--- config.mk ---
export PLATFORM = sky130hd
export DESIGN_NAME = result_uart_tx
export DESIGN_NICKNAME = d
export VERILOG_FILES = /design/src/rtl/result_uart_tx.sv
export SDC_FILE = /design/constraint.sdc
export NUM_CORES = 1
export LEC_CHECK = 0
export CORE_ASPECT_RATIO = 0.5
export CORE_MARGIN = 2
export CORE_UTILIZATION = 45
export CTS_BUF_LIST = sky130_fd_sc_hd__clkbuf_4 sky130_fd_sc_hd__clkbuf_8
export CTS_CLUSTER_DIAMETER = 80
export DETAILED_ROUTE_END_ITERATION = 8
export HOLD_SLACK_MARGIN = 0.05
export PLACE_DENSITY_LB_ADDON = 0.1
export SETUP_SLACK_MARGIN = 0.5
export SLEW_MARGIN = 20
export SYNTH_ARGS = -nofsm -noshare
export SYNTH_HDL_FRONTEND = slang
export SYNTH_SLANG_ARGS = --single-unit
--- constraint.sdc ---
create_clock -name external_clk -period 2.5 [get_ports external_clk]
set_input_delay 0.25 -clock external_clk [delete_from_list [all_inputs] [get_ports external_clk]]
set_output_delay 0.25 -clock external_clk [all_outputs]
set_load 0.02 [all_outputs]
--- src/rtl/result_uart_tx.sv ---
// result_uart_tx: buffers 16-bit ALU results in a small FIFO and streams each
// word out of an 8N1 UART line, high byte first, one idle cycle between words.
module result_uart_tx #(
    parameter int CLKS_PER_BIT = 434,
    parameter int FIFO_DEPTH   = 4
) (
    input  logic        external_clk,
    input  logic        reset,
    input  logic        result_valid,
    input  logic [15:0] ALU_result,
    output logic        tx,
    output logic        busy,
    output logic        fifo_full,
    output logic        overflow,
    output logic [3:0]  ledState
);

    localparam int          AW        = $clog2(FIFO_DEPTH);
    localparam logic [15:0] BAUD_LAST = 16'(CLKS_PER_BIT - 1);

    localparam logic [1:0] ST_IDLE  = 2'd0;
    localparam logic [1:0] ST_START = 2'd1;
    localparam logic [1:0] ST_DATA  = 2'd2;
    localparam logic [1:0] ST_STOP  = 2'd3;

    function automatic logic [3:0] state_onehot(input logic [1:0] st);
        case (st)
            ST_IDLE:  return 4'b0001;
            ST_START: return 4'b0010;
            ST_DATA:  return 4'b0100;
            ST_STOP:  return 4'b1000;
            default:  return 4'b0001;
        endcase
    endfunction

    function automatic logic ptr_full(input logic [AW:0] wp, input logic [AW:0] rp);
        return (wp[AW] != rp[AW]) && (wp[AW-1:0] == rp[AW-1:0]);
    endfunction

    logic [15:0] mem_r [FIFO_DEPTH];
    logic [AW:0] wr_ptr_r, rd_ptr_r, wr_ptr_s, rd_ptr_s;
    logic        empty_s, full_s, push_s, pop_s;
    logic [15:0] head_s;

    logic [1:0]  state_r, state_s;
    logic [15:0] baud_r, baud_s;
    logic [2:0]  bit_r, bit_s;
    logic [7:0]  shift_r, shift_s;
    logic [7:0]  lo_byte_r, lo_byte_s;
    logic        hi_sel_r, hi_sel_s;
    logic        baud_done_s;

    logic        tx_r, tx_s;
    logic        busy_r, fifo_full_r, overflow_r;
    logic [3:0]  led_r;

    // FIFO occupancy: a pop only ever sees words that were present before the edge.
    always_comb begin
        empty_s  = (wr_ptr_r == rd_ptr_r);
        full_s   = ptr_full(wr_ptr_r, rd_ptr_r);
        push_s   = result_valid & ~full_s;
        pop_s    = (state_r == ST_IDLE) & ~empty_s;
        head_s   = mem_r[rd_ptr_r[AW-1:0]];
        wr_ptr_s = wr_ptr_r + {{AW{1'b0}}, push_s};
        rd_ptr_s = rd_ptr_r + {{AW{1'b0}}, pop_s};
    end

    // Serial frame sequencer; the word is latched at pop so later inputs cannot disturb it.
    always_comb begin
        state_s     = state_r;
        baud_s      = baud_r;
        bit_s       = bit_r;
        shift_s     = shift_r;
        lo_byte_s   = lo_byte_r;
        hi_sel_s    = hi_sel_r;
        tx_s        = tx_r;
        baud_done_s = (baud_r == BAUD_LAST);
        case (state_r)
            ST_IDLE: begin
                if (pop_s) begin
                    shift_s   = head_s[15:8];
                    lo_byte_s = head_s[7:0];
                    hi_sel_s  = 1'b1;
                    baud_s    = 16'd0;
                    bit_s     = 3'd0;
                    tx_s      = 1'b0;
                    state_s   = ST_START;
                end else begin
                    tx_s      = 1'b1;
                    state_s   = ST_IDLE;
                end
            end
            ST_START: begin
                if (baud_done_s) begin
                    baud_s  = 16'd0;
                    tx_s    = shift_r[0];
                    shift_s = {1'b0, shift_r[7:1]};
                    state_s = ST_DATA;
                end else begin
                    baud_s  = baud_r + 16'd1;
                end
            end
            ST_DATA: begin
                if (baud_done_s) begin
                    baud_s = 16'd0;
                    if (bit_r == 3'd7) begin
                        bit_s   = 3'd0;
                        tx_s    = 1'b1;
                        state_s = ST_STOP;
                    end else begin
                        bit_s   = bit_r + 3'd1;
                        tx_s    = shift_r[0];
                        shift_s = {1'b0, shift_r[7:1]};
                    end
                end else begin
                    baud_s = baud_r + 16'd1;
                end
            end
            ST_STOP: begin
                if (baud_done_s) begin
                    baud_s = 16'd0;
                    if (hi_sel_r) begin
                        hi_sel_s = 1'b0;
                        shift_s  = lo_byte_r;
                        tx_s     = 1'b0;
                        state_s  = ST_START;
                    end else begin
                        tx_s     = 1'b1;
                        state_s  = ST_IDLE;
                    end
                end else begin
                    baud_s = baud_r + 16'd1;
                end
            end
            default: begin
                baud_s  = 16'd0;
                bit_s   = 3'd0;
                tx_s    = 1'b1;
                state_s = ST_IDLE;
            end
        endcase
    end

    // FIFO storage.
    always_ff @(posedge external_clk or negedge reset) begin
        if (!reset) begin
            for (int i = 0; i < FIFO_DEPTH; i++) begin
                mem_r[i] <= 16'h0000;
            end
        end else if (push_s) begin
            mem_r[wr_ptr_r[AW-1:0]] <= ALU_result;
        end
    end

    // State, counters and registered status outputs (derived from next-state values).
    always_ff @(posedge external_clk or negedge reset) begin
        if (!reset) begin
            wr_ptr_r    <= '0;
            rd_ptr_r    <= '0;
            state_r     <= ST_IDLE;
            baud_r      <= 16'd0;
            bit_r       <= 3'd0;
            shift_r     <= 8'h00;
            lo_byte_r   <= 8'h00;
            hi_sel_r    <= 1'b0;
            tx_r        <= 1'b1;
            busy_r      <= 1'b0;
            fifo_full_r <= 1'b0;
            overflow_r  <= 1'b0;
            led_r       <= 4'b0001;
        end else begin
            wr_ptr_r    <= wr_ptr_s;
            rd_ptr_r    <= rd_ptr_s;
            state_r     <= state_s;
            baud_r      <= baud_s;
            bit_r       <= bit_s;
            shift_r     <= shift_s;
            lo_byte_r   <= lo_byte_s;
            hi_sel_r    <= hi_sel_s;
            tx_r        <= tx_s;
            busy_r      <= (state_s != ST_IDLE) || (wr_ptr_s != rd_ptr_s);
            fifo_full_r <= ptr_full(wr_ptr_s, rd_ptr_s);
            overflow_r  <= overflow_r | (result_valid & full_s);
            led_r       <= state_onehot(state_s);
        end
    end

    assign tx        = tx_r;
    assign busy      = busy_r;
    assign fifo_full = fifo_full_r;
    assign overflow  = overflow_r;
    assign ledState  = led_r;

endmodule

-- Word level (Yosys, flattened, before mapping)
Index checks and enable logic that the tools add are counted.
- bits in registers: 116
- logic and storage cells: 105
- reductions and logical operators: 15
- bitwise logic cells: 8
- multiplexer cells: 38
- $add $sub $neg: 4
- $lt $le $gt $ge: 3
- eq/ne operators: 20
- operators by type and width (kind ; count):
    two-way mux 16 bit ; 5
    bitwise mux 64 bit ; 1
    two-way mux 8 bit ; 6
    binary-select mux 16 bit (select 2 bit) ; 1
    demux 16 bit (select 2 bit) ; 1
    case mux 16 bit (2 select lines) ; 1
    case mux 8 bit (4 select lines) ; 1
    adder 16 x 1 -> 16 bit, second input constant ; 1
    equality test 16 x 9 -> 1 bit, second input constant ; 1
    case mux 4 bit (4 select lines) ; 1
    != test 2 bit, second input constant ; 6
    two-way mux 1 bit ; 10
    two-way mux 3 bit ; 3
    AND reduction 3 bit ; 3
    equality test 2 bit, second input constant ; 4
    two-way mux 2 bit ; 4
    case mux 2 bit (4 select lines) ; 1
    adder 3 x 1 -> 3 bit ; 2
    >= comparator 3 bit, second input constant ; 2
    inverter 2 -> 3 bit ; 2
    case mux 3 bit (2 select lines) ; 1
    AND reduction 6 bit ; 1
    nonzero test 2 bit ; 3
    equality test 2 x 1 -> 1 bit, second input constant ; 2
    other kinds (17) ; 25

-- Logic depth before layout (Yosys ltp)
- word-level depth: 7
- gate-level depth with buffers: 10
- depth with buffers taken out: 9

-- Least setup slack after synthesis
No wires, ideal clock.
- kind: register to register
- start point: register baud_r[2]
- end point: register shift_r[6]
- stages on the path, launching flop included: 8
- period minus slack after synthesis: 2.335 ns
- setup time: 0.118 ns
- arrival: 2.217 ns
- required time: 2.382 ns
- slack: 0.165 ns
- path through: dfrtp_1 or4_4 or4_1 buf_2 a211o_1 buf_6 nand2_1 o21ai_2
- word-level cells in the longest chain between the ends: 3
- elaborated cells between the ends (all ways): 5
- those cells by class: 4 x eq/ne; 1 x reduce/logical
- ends and longest elaborated chain (what ; line ; RTL):
    from (decl) ; 46 ; logic [15:0] baud_r, baud_s;
    from (signal assigned) ; 175 ; baud_r <= baud_s;
    equality test 16 x 9 -> 1 bit (*) ; 77 ; baud_done_s = (baud_r == BAUD_LAST);
    != test 2 bit (no source line) ; n/a ;
    AND reduction 6 bit (no source line) (*) ; n/a ;
    to (signal assigned) ; 177 ; shift_r <= shift_s;
    to (decl) ; 48 ; logic [7:0] shift_r, shift_s;
Every way passes the cells marked *; elsewhere a longest branch is shown, timed or not.
A chain may end at the register's enable or synchronous reset.

-- Final worst setup path
- start point: register baud_r[10]
- end point: register shift_r[6]
Same word-level chain as after synthesis.

==> run summary <==
Status: completed
RSZ-0062 raised after global routing: yes
Total track usage: 0.200
Detailed-route via count: 3623
Post-synth top area share: 0.529
Top cells by count, synth: dfrtp_1, mux2_2, o21ai_0
# IOs: 27
HP Class: input pin to asynchronous set/reset pin
Crit end category: flop
Drt first pass iters: 4
Post-synth EDFFs: 0
Total global routing overflow: 0
Slew Limit Fails: 0
Root buffer cell: clkbuf_8
Input/output buffers: 26
CP max FO: 8
Vias in the first global route: 3869
Dominant cells by area after synthesis: dfrtp_1, mux2_2, mux4_2
Crit path max-delay family: simple AND/OR/NAND/NOR gates
Largest net degree at the start of global routing: 92
Main synth FF type: dfrtp_1
Fmax: 445 MHz
CP most frequent cell: or4_4
Area added between synthesis and finish: 29.0%
Clock-pin slew on the worst setup and hold paths: 0.07 ns
Clock buffer count from CTS: 17
Die Y-Extent: 81.4 µm
Yosys warnings: 0
Final #Nets: 518
Tmin final: 2.25 ns
Critical-path cell list: or4_4 -> or4_4 -> a211o_4 -> nand2_1 -> o21ai_2
Total die area: 0.0129 mm²
FF-to-FF End: shift_r[6]$_DFFE_PN0P_
Asr flop ratio synth: 1.00
Clk_skew: 0.00950 ns
FF-to-FF Start: baud_r[10]$_DFFE_PN0P_
Final period util: 0.899
Die width: 159 µm
Register area share after synthesis: 0.538
Final Core Density: 0.591
Worst reg-to-reg path cell count: 5
Dpl cell area: 0.00594 mm²
Cell Pwr Density: 1340 mW/mm²
CTS Buffer Depth: 2
Reg2reg setup slack: 0.25 ns
Wire per inst: 18.1 µm
Initial Util: 0.458
GP Congestion: 0.776
Routed WL: 12.0 mm
Yosys reg bits: 116
Worst-Skew Late Latency: 0.42 ns
Hold Vio Cnt, Final: 0
MaxCap Viol Count: 0
Sum of negative setup slack: 0 ns
Pin slew with the least headroom to its limit: 0.516 ns
Worst path slowest cell: or4_4
Initial antenna violation count: 0
Worst rel slew slack: 0.654
P_leak: 2.92 nW
Syn Area/Cell: 12.8 µm²
First-pass GRT wire length: 19.6 mm
Synthesized cell area: 0.00540 mm²
Required time of the critical path: 2.81 ns
Layout cells sized above 1: 0.437
Top-count cell post-synth: dfrtp_1
Syn Nets: 452
Htree depth: 4
Synth area leader: dfrtp_1
Core ar.: 0.0118 mm²
Post-route ant nets: 0
Crit path arrival time: 2.56 ns
Drc violations: 0
Kind of start point of the critical path: flop
Buf+Inv Stages, Crit Path: 0
Vias per inst: 5.46
Crit-path max cell delay: 0.65 ns
Peak VDD IR: 548 µV
Syn Inst Count: 420
CTS tree: done
Num rows: 28
Diodes inserted: 0
Critical path class: flop to flop
Final Setup Violations: 0
Post-DP HPWL: 7.25 mm
Post-route cell area: 0.00696 mm²
DRT iter0 DRCs: 273
Clock sink count: 116
Unique masters post-synth: 45
[registers in the layout, indices dropped and copies added (netlist names), 2 cells and up]
signal,cells
lo_byte_r,8
wr_ptr_r,3
baud_r,16
mem_r,64
rd_ptr_r,3
bit_r,3
state_r,2
ledState,4
shift_r,8
[per-stage QoR]
stage	setup WS [ns]	power [W]	hold WS (ns)	instances
6_report	0.251	0.00932	0.279	664
5_1_grt	0.178	0.00990	0.296	664
4_1_cts	0.267	0.00869	0.265	653
3_5_place_dp	-0.0188	0.00656	0.190	604
3_3_place_gp	0.0368	0.00637	0.180	604
2_1_floorplan	0.166	0.00569	-0.0456	420
[per-layer routing]
| metal | up-vias | global-route usage | part of all wire |
|---|---|---|---|
| met1 | 1862 | 0.254 | 0.47 |
| li1 | 1677 | - | - |
| met5 | - | 0 | 0 |
| met2 | 70 | 0.339 | 0.49 |
| met4 | 0 | 0.0827 | 0.012 |
| met3 | 14 | 0.0485 | 0.031 |
[cell usage in the layout, fill, tap and decap left out, drive strengths merged, types with 2 or more instances in the layout]
cell type and count:
a211o 2, a21o 3, a21oi 14, a22o 4, a22oi 7, a31oi 2
and2 4, and3 3, buf 41, bufinv 2, clkbuf 20, clkdlybuf4s50 25
clkinv 6, dfrtp 114, dfstp 2, ha 13, inv 11, mux2 73
mux2i 2, mux4 16, nand2 25, nand3 9, nand4 7, nor2 18
nor2b 2, nor3 2, nor4 3, o21ai 34, o31ai 2, o41ai 3
or3 2, or4 3, xnor2 4, xor2 10
[logic make-up after synthesis]
logic type	synth area share
flip-flops	0.538
adder cells (fa/ha/maj)	0.0301
AND/OR/NAND/NOR	0.0765
multiplexers	0.223
XOR/XNOR	0.0227
buffers and inverters	0.0232
AO/OA/AOI/OAI	0.0863
[layout make-up]
cell class / count / area [µm²]
clock buffers: 19 / 255
flip-flops and latches: 116 / 2920
fillers: 940 / 4810
inverters: 7 / 26.3
repair buffers: 68 / 646
multi-input cells: 276 / 2760
clock inverters: 13 / 148
well taps: 165 / 206
[how the worst max path moves through the flow]
stage                           start                     end  slack (ns)  cells past startpoint
2_1_floorplan   baud_r[2]$_DFFE_PN0P_  shift_r[6]$_DFFE_PN0P_        0.17                      7
3_3_place_gp   baud_r[10]$_DFFE_PN0P_  shift_r[7]$_DFFE_PN0P_        0.04                      5
3_5_place_dp    baud_r[1]$_DFFE_PN0P_  shift_r[7]$_DFFE_PN0P_       -0.02                      7
4_1_cts         baud_r[1]$_DFFE_PN0P_  shift_r[5]$_DFFE_PN0P_        0.27                      7
5_1_grt         baud_r[1]$_DFFE_PN0P_  shift_r[6]$_DFFE_PN0P_        0.18                      7
6_report       baud_r[10]$_DFFE_PN0P_  shift_r[6]$_DFFE_PN0P_        0.25                      5
[power by group]
group          switching (W)  internal (W)  leakage (nW)
logic                0.00196       0.00245          1.30
clock network       0.000807      0.000938         0.205
registers           0.000477       0.00269          1.41
total                0.00324       0.00608          2.92
[timing repair]
action                                 CTS  global route
endpoints found under the hold margin   25             0
setup buffers                           14            10
setup endpoints to repair               96            87
gates resized for setup                 31            63
pin swaps                                9            12
gates cloned                             2             1
hold buffers                             1             0
No activity file was read; power rests on OpenSTA's default activity.
